--- src/rtl/regs_seq_if.sv ---
// Bus bundle for regs_seq: instruction handshake, register-file ports,
// ALU request/ack channel and status outputs.
interface regs_seq_if;
    logic       main_enable;
    logic       instr_valid;
    logic [7:0] instr;
    logic       instr_ready;
    logic [1:0] rf_raddr_a;
    logic [1:0] rf_raddr_b;
    logic [7:0] rf_rdata_a;
    logic [7:0] rf_rdata_b;
    logic       rf_we;
    logic [1:0] rf_waddr;
    logic [7:0] rf_wdata;
    logic       alu_req;
    logic [7:0] alu_a;
    logic [7:0] alu_b;
    logic [1:0] alu_func;
    logic       alu_ack;
    logic [7:0] alu_result;
    logic       busy;
    logic       done;
    logic       err_illegal;
    logic       err_timeout;
    logic [7:0] instr_count;

    // controller side
    modport slave (
        input  main_enable, instr_valid, instr, rf_rdata_a, rf_rdata_b,
               alu_ack, alu_result,
        output instr_ready, rf_raddr_a, rf_raddr_b, rf_we, rf_waddr, rf_wdata,
               alu_req, alu_a, alu_b, alu_func, busy, done, err_illegal,
               err_timeout, instr_count
    );

    // environment side: instruction source, register file and ALU
    modport master (
        output main_enable, instr_valid, instr, rf_rdata_a, rf_rdata_b,
               alu_ack, alu_result,
        input  instr_ready, rf_raddr_a, rf_raddr_b, rf_we, rf_waddr, rf_wdata,
               alu_req, alu_a, alu_b, alu_func, busy, done, err_illegal,
               err_timeout, instr_count
    );
endinterface

--- src/rtl/regs_seq.sv ---
// Four-state instruction sequencer: fetches 8-bit instructions, reads a
// 4-entry register file, hands ALU ops to an external ALU and writes back.
//
// state  | meaning
// IDLE   | waiting for an accepted instruction
// DECODE | register-file read, operands/write data latched
// EXEC   | ALU request outstanding, timeout down-counter running
// WB     | one-cycle register-file write and retire pulse
module regs_seq #(
    parameter int TIMEOUT = 16
) (
    input  logic        clk,
    input  logic        rst_n,
    regs_seq_if.slave   bus
);

    typedef enum logic [1:0] {
        S_IDLE   = 2'd0,
        S_DECODE = 2'd1,
        S_EXEC   = 2'd2,
        S_WB     = 2'd3
    } state_t;

    localparam logic [1:0] OP_ALU = 2'b00;
    localparam logic [1:0] OP_MOV = 2'b01;
    localparam logic [1:0] OP_ILL = 2'b10;
    localparam logic [1:0] OP_LDI = 2'b11;

    localparam int TW = (TIMEOUT > 1) ? $clog2(TIMEOUT) : 1;
    localparam logic [TW-1:0] TCNT_LOAD = TW'(TIMEOUT - 1);

    state_t        r_state;
    state_t        w_state_nxt;

    logic [7:0]    r_ir;
    logic [1:0]    r_waddr;
    logic [7:0]    r_wdata;
    logic          r_alu_req;
    logic [7:0]    r_alu_a;
    logic [7:0]    r_alu_b;
    logic [1:0]    r_alu_func;
    logic          r_err_illegal;
    logic          r_err_timeout;
    logic [7:0]    r_count;
    logic [TW-1:0] r_tcnt;

    logic [1:0]    w_op;
    logic [1:0]    w_rd;
    logic [1:0]    w_rs;
    logic [3:0]    w_imm;
    logic [1:0]    w_func;
    logic          w_ready;
    logic          w_accept;
    logic          w_tc;
    logic [1:0]    w_raddr_a;
    logic [1:0]    w_raddr_b;
    logic          w_we;
    logic          w_done;

    assign w_op   = r_ir[7:6];
    assign w_rd   = r_ir[5:4];
    assign w_rs   = r_ir[3:2];
    assign w_imm  = r_ir[3:0];
    assign w_func = r_ir[1:0];

    // rst_n gates ready so it reads 0 while reset is held, not just after
    assign w_ready  = rst_n & (r_state == S_IDLE) & bus.main_enable;
    assign w_accept = w_ready & bus.instr_valid;
    assign w_tc     = (r_tcnt == '0);

    always_ff @(posedge clk or negedge rst_n) begin
        if (!rst_n) begin
            r_state <= S_IDLE;
        end else begin
            r_state <= w_state_nxt;
        end
    end

    always_comb begin
        w_state_nxt = r_state;
        w_raddr_a   = 2'd0;
        w_raddr_b   = 2'd0;
        w_we        = 1'b0;
        w_done      = 1'b0;
        case (r_state)
            S_IDLE: begin
                if (w_accept) begin
                    w_state_nxt = S_DECODE;
                end
            end
            S_DECODE: begin
                case (w_op)
                    OP_LDI: w_state_nxt = S_WB;
                    OP_MOV: begin
                        w_raddr_a   = w_rs;
                        w_state_nxt = S_WB;
                    end
                    OP_ALU: begin
                        w_raddr_a   = w_rd;
                        w_raddr_b   = w_rs;
                        w_state_nxt = S_EXEC;
                    end
                    default: begin
                        w_done      = 1'b1;
                        w_state_nxt = S_IDLE;
                    end
                endcase
            end
            S_EXEC: begin
                // ack in the terminal cycle still completes normally
                if (bus.alu_ack) begin
                    w_state_nxt = S_WB;
                end else if (w_tc) begin
                    w_state_nxt = S_IDLE;
                end
            end
            S_WB: begin
                w_we        = 1'b1;
                w_done      = 1'b1;
                w_state_nxt = S_IDLE;
            end
            default: w_state_nxt = S_IDLE;
        endcase
    end

    always_ff @(posedge clk or negedge rst_n) begin
        if (!rst_n) begin
            r_ir          <= 8'd0;
            r_waddr       <= 2'd0;
            r_wdata       <= 8'd0;
            r_alu_req     <= 1'b0;
            r_alu_a       <= 8'd0;
            r_alu_b       <= 8'd0;
            r_alu_func    <= 2'd0;
            r_err_illegal <= 1'b0;
            r_err_timeout <= 1'b0;
            r_count       <= 8'd0;
            r_tcnt        <= '0;
        end else begin
            if (w_accept) begin
                r_ir <= bus.instr;
            end
            case (r_state)
                S_DECODE: begin
                    case (w_op)
                        OP_LDI: begin
                            r_waddr <= w_rd;
                            r_wdata <= {4'd0, w_imm};
                        end
                        OP_MOV: begin
                            r_waddr <= w_rd;
                            r_wdata <= bus.rf_rdata_a;
                        end
                        OP_ALU: begin
                            r_waddr    <= w_rd;
                            r_alu_a    <= bus.rf_rdata_a;
                            r_alu_b    <= bus.rf_rdata_b;
                            r_alu_func <= w_func;
                            r_alu_req  <= 1'b1;
                            r_tcnt     <= TCNT_LOAD;
                        end
                        OP_ILL: r_err_illegal <= 1'b1;
                        default: ;
                    endcase
                end
                S_EXEC: begin
                    if (bus.alu_ack) begin
                        r_wdata   <= bus.alu_result;
                        r_alu_req <= 1'b0;
                    end else if (w_tc) begin
                        r_alu_req     <= 1'b0;
                        r_err_timeout <= 1'b1;
                    end else begin
                        r_tcnt <= r_tcnt - 1'b1;
                    end
                end
                default: ;
            endcase
            if (w_done) begin
                r_count <= r_count + 8'd1;
            end
        end
    end

    assign bus.instr_ready = w_ready;
    assign bus.rf_raddr_a  = w_raddr_a;
    assign bus.rf_raddr_b  = w_raddr_b;
    assign bus.rf_we       = w_we;
    assign bus.rf_waddr    = r_waddr;
    assign bus.rf_wdata    = r_wdata;
    assign bus.alu_req     = r_alu_req;
    assign bus.alu_a       = r_alu_a;
    assign bus.alu_b       = r_alu_b;
    assign bus.alu_func    = r_alu_func;
    assign bus.busy        = (r_state != S_IDLE);
    assign bus.done        = w_done;
    assign bus.err_illegal = r_err_illegal;
    assign bus.err_timeout = r_err_timeout;
    assign bus.instr_count = r_count;

endmodule

--- src/flat_wrapper.sv ---
// flat-port wrapper written by rule: the top's interface ports become plain ports
module regs_seq_flat 
#(
    parameter int TIMEOUT = 16
)
  (clk, rst_n, bus_main_enable, bus_instr_valid, bus_instr, bus_rf_rdata_a, bus_rf_rdata_b, bus_alu_ack, bus_alu_result, bus_instr_ready, bus_rf_raddr_a, bus_rf_raddr_b, bus_rf_we, bus_rf_waddr, bus_rf_wdata, bus_alu_req, bus_alu_a, bus_alu_b, bus_alu_func, bus_busy, bus_done, bus_err_illegal, bus_err_timeout, bus_instr_count);
  regs_seq_if bus_i ();
  input  logic clk;
  input  logic rst_n;
  input wire logic [$bits(bus_i.main_enable)-1:0] bus_main_enable;
  input wire logic [$bits(bus_i.instr_valid)-1:0] bus_instr_valid;
  input wire logic [$bits(bus_i.instr)-1:0] bus_instr;
  input wire logic [$bits(bus_i.rf_rdata_a)-1:0] bus_rf_rdata_a;
  input wire logic [$bits(bus_i.rf_rdata_b)-1:0] bus_rf_rdata_b;
  input wire logic [$bits(bus_i.alu_ack)-1:0] bus_alu_ack;
  input wire logic [$bits(bus_i.alu_result)-1:0] bus_alu_result;
  output wire logic [$bits(bus_i.instr_ready)-1:0] bus_instr_ready;
  output wire logic [$bits(bus_i.rf_raddr_a)-1:0] bus_rf_raddr_a;
  output wire logic [$bits(bus_i.rf_raddr_b)-1:0] bus_rf_raddr_b;
  output wire logic [$bits(bus_i.rf_we)-1:0] bus_rf_we;
  output wire logic [$bits(bus_i.rf_waddr)-1:0] bus_rf_waddr;
  output wire logic [$bits(bus_i.rf_wdata)-1:0] bus_rf_wdata;
  output wire logic [$bits(bus_i.alu_req)-1:0] bus_alu_req;
  output wire logic [$bits(bus_i.alu_a)-1:0] bus_alu_a;
  output wire logic [$bits(bus_i.alu_b)-1:0] bus_alu_b;
  output wire logic [$bits(bus_i.alu_func)-1:0] bus_alu_func;
  output wire logic [$bits(bus_i.busy)-1:0] bus_busy;
  output wire logic [$bits(bus_i.done)-1:0] bus_done;
  output wire logic [$bits(bus_i.err_illegal)-1:0] bus_err_illegal;
  output wire logic [$bits(bus_i.err_timeout)-1:0] bus_err_timeout;
  output wire logic [$bits(bus_i.instr_count)-1:0] bus_instr_count;
  assign bus_i.main_enable = bus_main_enable;
  assign bus_i.instr_valid = bus_instr_valid;
  assign bus_i.instr = bus_instr;
  assign bus_i.rf_rdata_a = bus_rf_rdata_a;
  assign bus_i.rf_rdata_b = bus_rf_rdata_b;
  assign bus_i.alu_ack = bus_alu_ack;
  assign bus_i.alu_result = bus_alu_result;
  assign bus_instr_ready = bus_i.instr_ready;
  assign bus_rf_raddr_a = bus_i.rf_raddr_a;
  assign bus_rf_raddr_b = bus_i.rf_raddr_b;
  assign bus_rf_we = bus_i.rf_we;
  assign bus_rf_waddr = bus_i.rf_waddr;
  assign bus_rf_wdata = bus_i.rf_wdata;
  assign bus_alu_req = bus_i.alu_req;
  assign bus_alu_a = bus_i.alu_a;
  assign bus_alu_b = bus_i.alu_b;
  assign bus_alu_func = bus_i.alu_func;
  assign bus_busy = bus_i.busy;
  assign bus_done = bus_i.done;
  assign bus_err_illegal = bus_i.err_illegal;
  assign bus_err_timeout = bus_i.err_timeout;
  assign bus_instr_count = bus_i.instr_count;
  regs_seq #(.TIMEOUT(TIMEOUT)) u_core (.clk(clk), .rst_n(rst_n), .bus(bus_i));
endmodule
--- config.mk ---
export PLATFORM = sky130hd
export DESIGN_NAME = regs_seq_flat
export DESIGN_NICKNAME = d
export VERILOG_FILES = /design/src/rtl/regs_seq_if.sv /design/src/rtl/regs_seq.sv /design/src/flat_wrapper.sv
export SDC_FILE = /design/constraint.sdc
export NUM_CORES = 1
export LEC_CHECK = 0
export CAP_MARGIN = 20
export CORE_MARGIN = 2
export CORE_UTILIZATION = 35
export CTS_CLUSTER_SIZE = 30
export DETAILED_ROUTE_END_ITERATION = 10
export HOLD_SLACK_MARGIN = 0.08
export PLACE_DENSITY_LB_ADDON = 0.25
export SLEW_MARGIN = 20
export SYNTH_ARGS = -nofsm -noshare
export SYNTH_HDL_FRONTEND = slang
export SYNTH_SLANG_ARGS = --single-unit
--- constraint.sdc ---
create_clock -name clk -period 5 [get_ports clk]
set_input_delay 1 -clock clk [delete_from_list [all_inputs] [get_ports clk]]
set_output_delay 1 -clock clk [all_outputs]
set_load 0.1 [all_outputs]
======== Word-level counts from Yosys, hierarchy flattened ========
Cells that the tools add are included.
cells by class
  add/subtract/negate cells ............... 2
  bitwise operators ....................... 4
  reduce and logical (&&, ||, !) cells .... 15
  multiplexer cells ....................... 23
  equal/unequal tests ..................... 13
operators by type and width
  operator               count
  $pmux W8 S2            2
  $mux W2                6
  $mux W4                3
  $reduce_and A3 Y1      3
  $add A8 B1 Y8 const B  1
  $eq A2 B2 Y1 const B   4
  $mux W8                1
  $pmux W2 S2            2
  $pmux W2 S4            1
  $pmux W4 S2            1
  $reduce_and A2 Y1      4
  $ne A2 B2 Y1 const B   3
  $mux W1                5
  $eq A2 B1 Y1 const B   2
  $logic_not A2 Y1       2
  $logic_not A4 Y1       1
  $ne A2 B1 Y1 const B   2
  $pmux W1 S2            2
  $reduce_and A4 Y1      1
  $reduce_bool A2 Y1     2
  $sub A4 B1 Y4 const B  1
  $and A1 B1 Y1          3
  $ne A3 B1 Y1 const B   1
  $ne A3 B2 Y1 const B   1
  other kinds (3)        3
storage, ports and cells
  bits in registers ....................... 53
  bits of input ports ..................... 37
  word-level logic and storage cells ...... 69
  output and inout bits ................... 47

======== Depth between registers and ports, before layout ========
  depth in word-level cells ............... 6
  mapped depth ............................ 8
  gate-level depth less buffers ........... 7

======== Worst setup path before layout ========
OpenSTA, ideal clock, no wires.
  path kind ............................... reg-to-output
  start point ............................. reg u_core.r_state[1]
  end point ............................... out bus_rf_raddr_a[0]
  data required time ...................... 4,000 ps
  setup slack ............................. 1,891 ps
  arrival ................................. 2,109 ps
  cell stages (with the launch flop) ...... 5
  path buffers ............................ 0
  cell sequence ........................... dfrtp_1 > inv_1 > ha_1 > nand2b_2 > nor2_1
on the way
  longest elaborated chain between the ends .. 2
ends and longest elaborated chain
  item                    RTL line            source
  from (decl)             regs_seq.sv:32      state_t r_state;
  from (signal assigned)  regs_seq.sv:75      r_state <= w_state_nxt;
  $eq A2 B1 Y1            regs_seq.sv:85      case (r_state)
  $mux W2                 regs_seq.sv:85
  to (decl)               flat_wrapper.sv:18  output wire logic [$bits(bus_i.rf_raddr_a)-1:0] bus_rf_raddr_a;
No other way between the ends.

======== Worst setup path in the final report ========
  start point ............................. reg u_core.r_state[1]
  end point ............................... out bus_done
on the way
  longest elaborated chain between the ends .. 2
  elaborated cells between the ends (all ways) .. 3
  those cells by class .................... eq/ne (2); mux (1)
ends and longest elaborated chain
  item                                                 RTL line            source
  $eq A2 B2 Y1 / $eq A2 B1 Y1 (equally long branches)  regs_seq.sv:85
  $pmux W1 S2 (*)                                      regs_seq.sv:85
  to (decl)                                            flat_wrapper.sv:28  output wire logic [$bits(bus_i.done)-1:0] bus_done;
Mark *: on every way between the ends. The rest lies on a longest branch, timed or not.

==> flow_metrics.tcl <==
set metrics [dict create \
    use_met2_pct 23.5 \
    place_hpwl_mm 4.17 \
    most-common-layout-cells "clkdlybuf4s50_1, dfrtp_1, mux2_2, nand2_1, a21oi_1" \
    port_buffers 83 \
    routedWlPerCell_um 14.8 \
    final_common_cell "clkdlybuf4s50_1" \
    critPathCaptureType "primary output" \
    antenna_found_initial 0 \
    worstRegToRegCells 6 \
    post-place-cells 378 \
    yosysWarnings 0 \
    drive_above_1_share_pct 20.0 \
    slew_headroom_pct 32.4 \
    grt_usage_pct 15.0 \
    die_w_um 89.0 \
    htreeDepth 2 \
    grtUsageMet1_pct 20.5 \
    netlist_area_sq_mm 0.00253 \
    die_h_um 89.0 \
    max_freq_mhz 267 \
    ys_seq_elements 53 \
    fin_tns_setup_ns 0 \
    tightest_slew_ns 1.01 \
    tritoncts "done" \
    coreArea_sq_mm 0.00691 \
    synth_top_area_cell "dfrtp_1" \
    synth_fa_ha_area_share_pct 3.46 \
    worstSetupPathType "register to primary output" \
    io_pins 84 \
    dpl_cell_area_sq_mm 0.00342 \
    cts_resized 0 \
    timing.final.crit_share_pct 75.0 \
    diodes 0 \
    clk_path_buf_depth 2 \
    cts_sinks 53 \
    num_vias 1860 \
    clk-insertion-delay-late_ns 0.31 \
    drt_iter0_drc 58 \
    r2r_end "u_core.r_tcnt[3]" \
    endpoint "bus_done" \
    hp-class "register to register" \
    synth.area.top_cells "dfrtp_1, mux2_2, ha_1, mux2i_1, mux2_4" \
    skew_ns 0.0119 \
    rows 30 \
    r2r_slack_ns 2.81 \
    yosys.area_share.simple_pct 11.8 \
    crit_start "u_core.r_state[1]" \
    worstReg2RegStart "u_core.r_state[0]" \
    cts_buffers 5 \
    vias_per_cell 4.82 \
    grt_pass1_vias 1811 \
    hold_viol_final 0 \
    ctsHoldBuffers 0 \
    setup_viol 0 \
    fin_nets 333 \
    start_kind "register" \
    drv_slew 0 \
    synth.distinct_cells 44 \
    fp.dieArea_sq_mm 0.00792 \
    start_util_pct 36.6 \
    cts.clk_slew.worst_paths_ns 0.10 \
    final_area_sq_mm 0.00351 \
    top_usage_layer "met2" \
    worstPathRequired_ns 4.00 \
    wl_mm 5.73 \
    grt_overflow_total 0 \
    grt_max_degree 54 \
    grt_use_met3_pct 3.69 \
    synthCells 204 \
    fin_crit_ns 3.75 \
    arrival_ns 2.75 \
    area_delta_synth_final_pct 38.6 \
    ant_nets 0 \
    synth_compound_area_share_pct 8.16 \
    cap_violations 0 \
    ys_seq_area_share_pct 52.4 \
    clock-root-buffer "clkbuf_8" \
    outcome "complete, no violations" \
    post_cts_buffers 0 \
    muxShareOfSynthArea_pct 18.1 \
    synth_top_family_by_area "multiplexers" \
    synth.top_cell.area_share_pct 52.4 \
    layout.cells.non_filler 386 \
    firstDrtPassIters 4 \
    route.detailed.drc 0 \
    rsz0062_at_grt "false" \
    syn_nets 248 \
    gp_congestion 0.804 \
    grt_pass1_wl_mm 9.00 \
    synthXorXnorAreaFrac_pct 2.42 \
    cp_max_fo 7 \
    synth.avg_cell_area_sq_um 12.4 \
]
## cells in the mapped netlist (all sizes together)
master,n
o32ai,1
nor2,5
clkinv,1
o21ai,14
and4,1
a21oi,12
nand2,15
clkbuf,1
o311a,1
nor2b,3
mux2i,7
a31o,2
nand3b,1
nand3,2
xnor2,5
mux2,33
nand4,5
xor2,2
and3,2
nor3b,6
buf,6
inv,8
nand2b,4
dfrtp,53
and2,2
ha,7
a221oi,1
nor3,2
o2bb2ai,1
a21o,1
## sequential cells by signal, summed over array words and instances, names as in the netlist
register	count
u_core.r_tcnt	4
u_core.bus.err_illegal	1
u_core.bus.alu_b	8
u_core.bus.alu_req	1
u_core.bus.rf_waddr	2
u_core.bus.rf_wdata	8
u_core.bus.alu_func	2
u_core.bus.err_timeout	1
u_core.bus.alu_a	8
u_core.r_ir	8
u_core.bus.instr_count	8
u_core.r_state	2
## area by class of cell
| class | instances | area [sq um] |
|---|---|---|
| Multi-Input combinational cell | 135 | 1110 |
| Clock buffer | 6 | 72.6 |
| Tap cell | 96 | 120 |
| Sequential cell | 53 | 1330 |
| Fill cell | 682 | 3400 |
| Timing Repair Buffer | 85 | 833 |
| Inverter | 9 | 33.8 |
| Clock inverter | 2 | 10.0 |
## metrics by stage
step,util (%),hold slack [ns],setup WS (ns)
final,50.8,0.476,1.25
after global routing,50.8,0.496,1.10
after CTS,50.8,0.480,1.22
after detailed placement,49.6,0.457,1.59
after global placement,49.6,0.453,1.67
after floorplan,-,0.497,1.89
## cells by family (layout without fill, tap and decap cells)
kind of cell | after synthesis | in the layout
flops | 53 | 53
mux | 40 | 40
xor+xnor | 7 | 7
buf+inv | 16 | 102
fa+ha+maj | 7 | 7
compound gates | 33 | 33
simple gates | 48 | 48
## worst min path at each step
stage                             endpoint                    from  cells after the start
floorplan           u_core.bus.alu_func[1]          u_core.r_ir[1]                      1
global placement    u_core.bus.err_timeout  u_core.bus.err_timeout                      1
detailed placement  u_core.bus.err_timeout  u_core.bus.err_timeout                      1
CTS                 u_core.bus.err_timeout  u_core.bus.err_timeout                      1
global route        u_core.bus.err_illegal  u_core.bus.err_illegal                      1
finish              u_core.bus.err_timeout  u_core.bus.err_timeout                      1
## metal layers
| layer | share of wire [%] | routed length, um |
|---|---|---|
| met5 | 0 | 0 |
| met4 | 1.5 | 85 |
| met3 | 6.2 | 353 |
| met2 | 46 | 2630 |
| met1 | 46 | 2660 |
## critical path, cell delays in order (launching register included)
cell             delay (ns)
dfrtp_1                0.42
inv_1                  0.11
ha_1                   0.31
nor2b_4                0.24
a21oi_4                0.10
inv_2                  0.11
clkdlybuf4s50_1        1.14
Power is not shown: default switching activity piles up to over one toggle a cycle in this logic, so the estimate is an artifact.
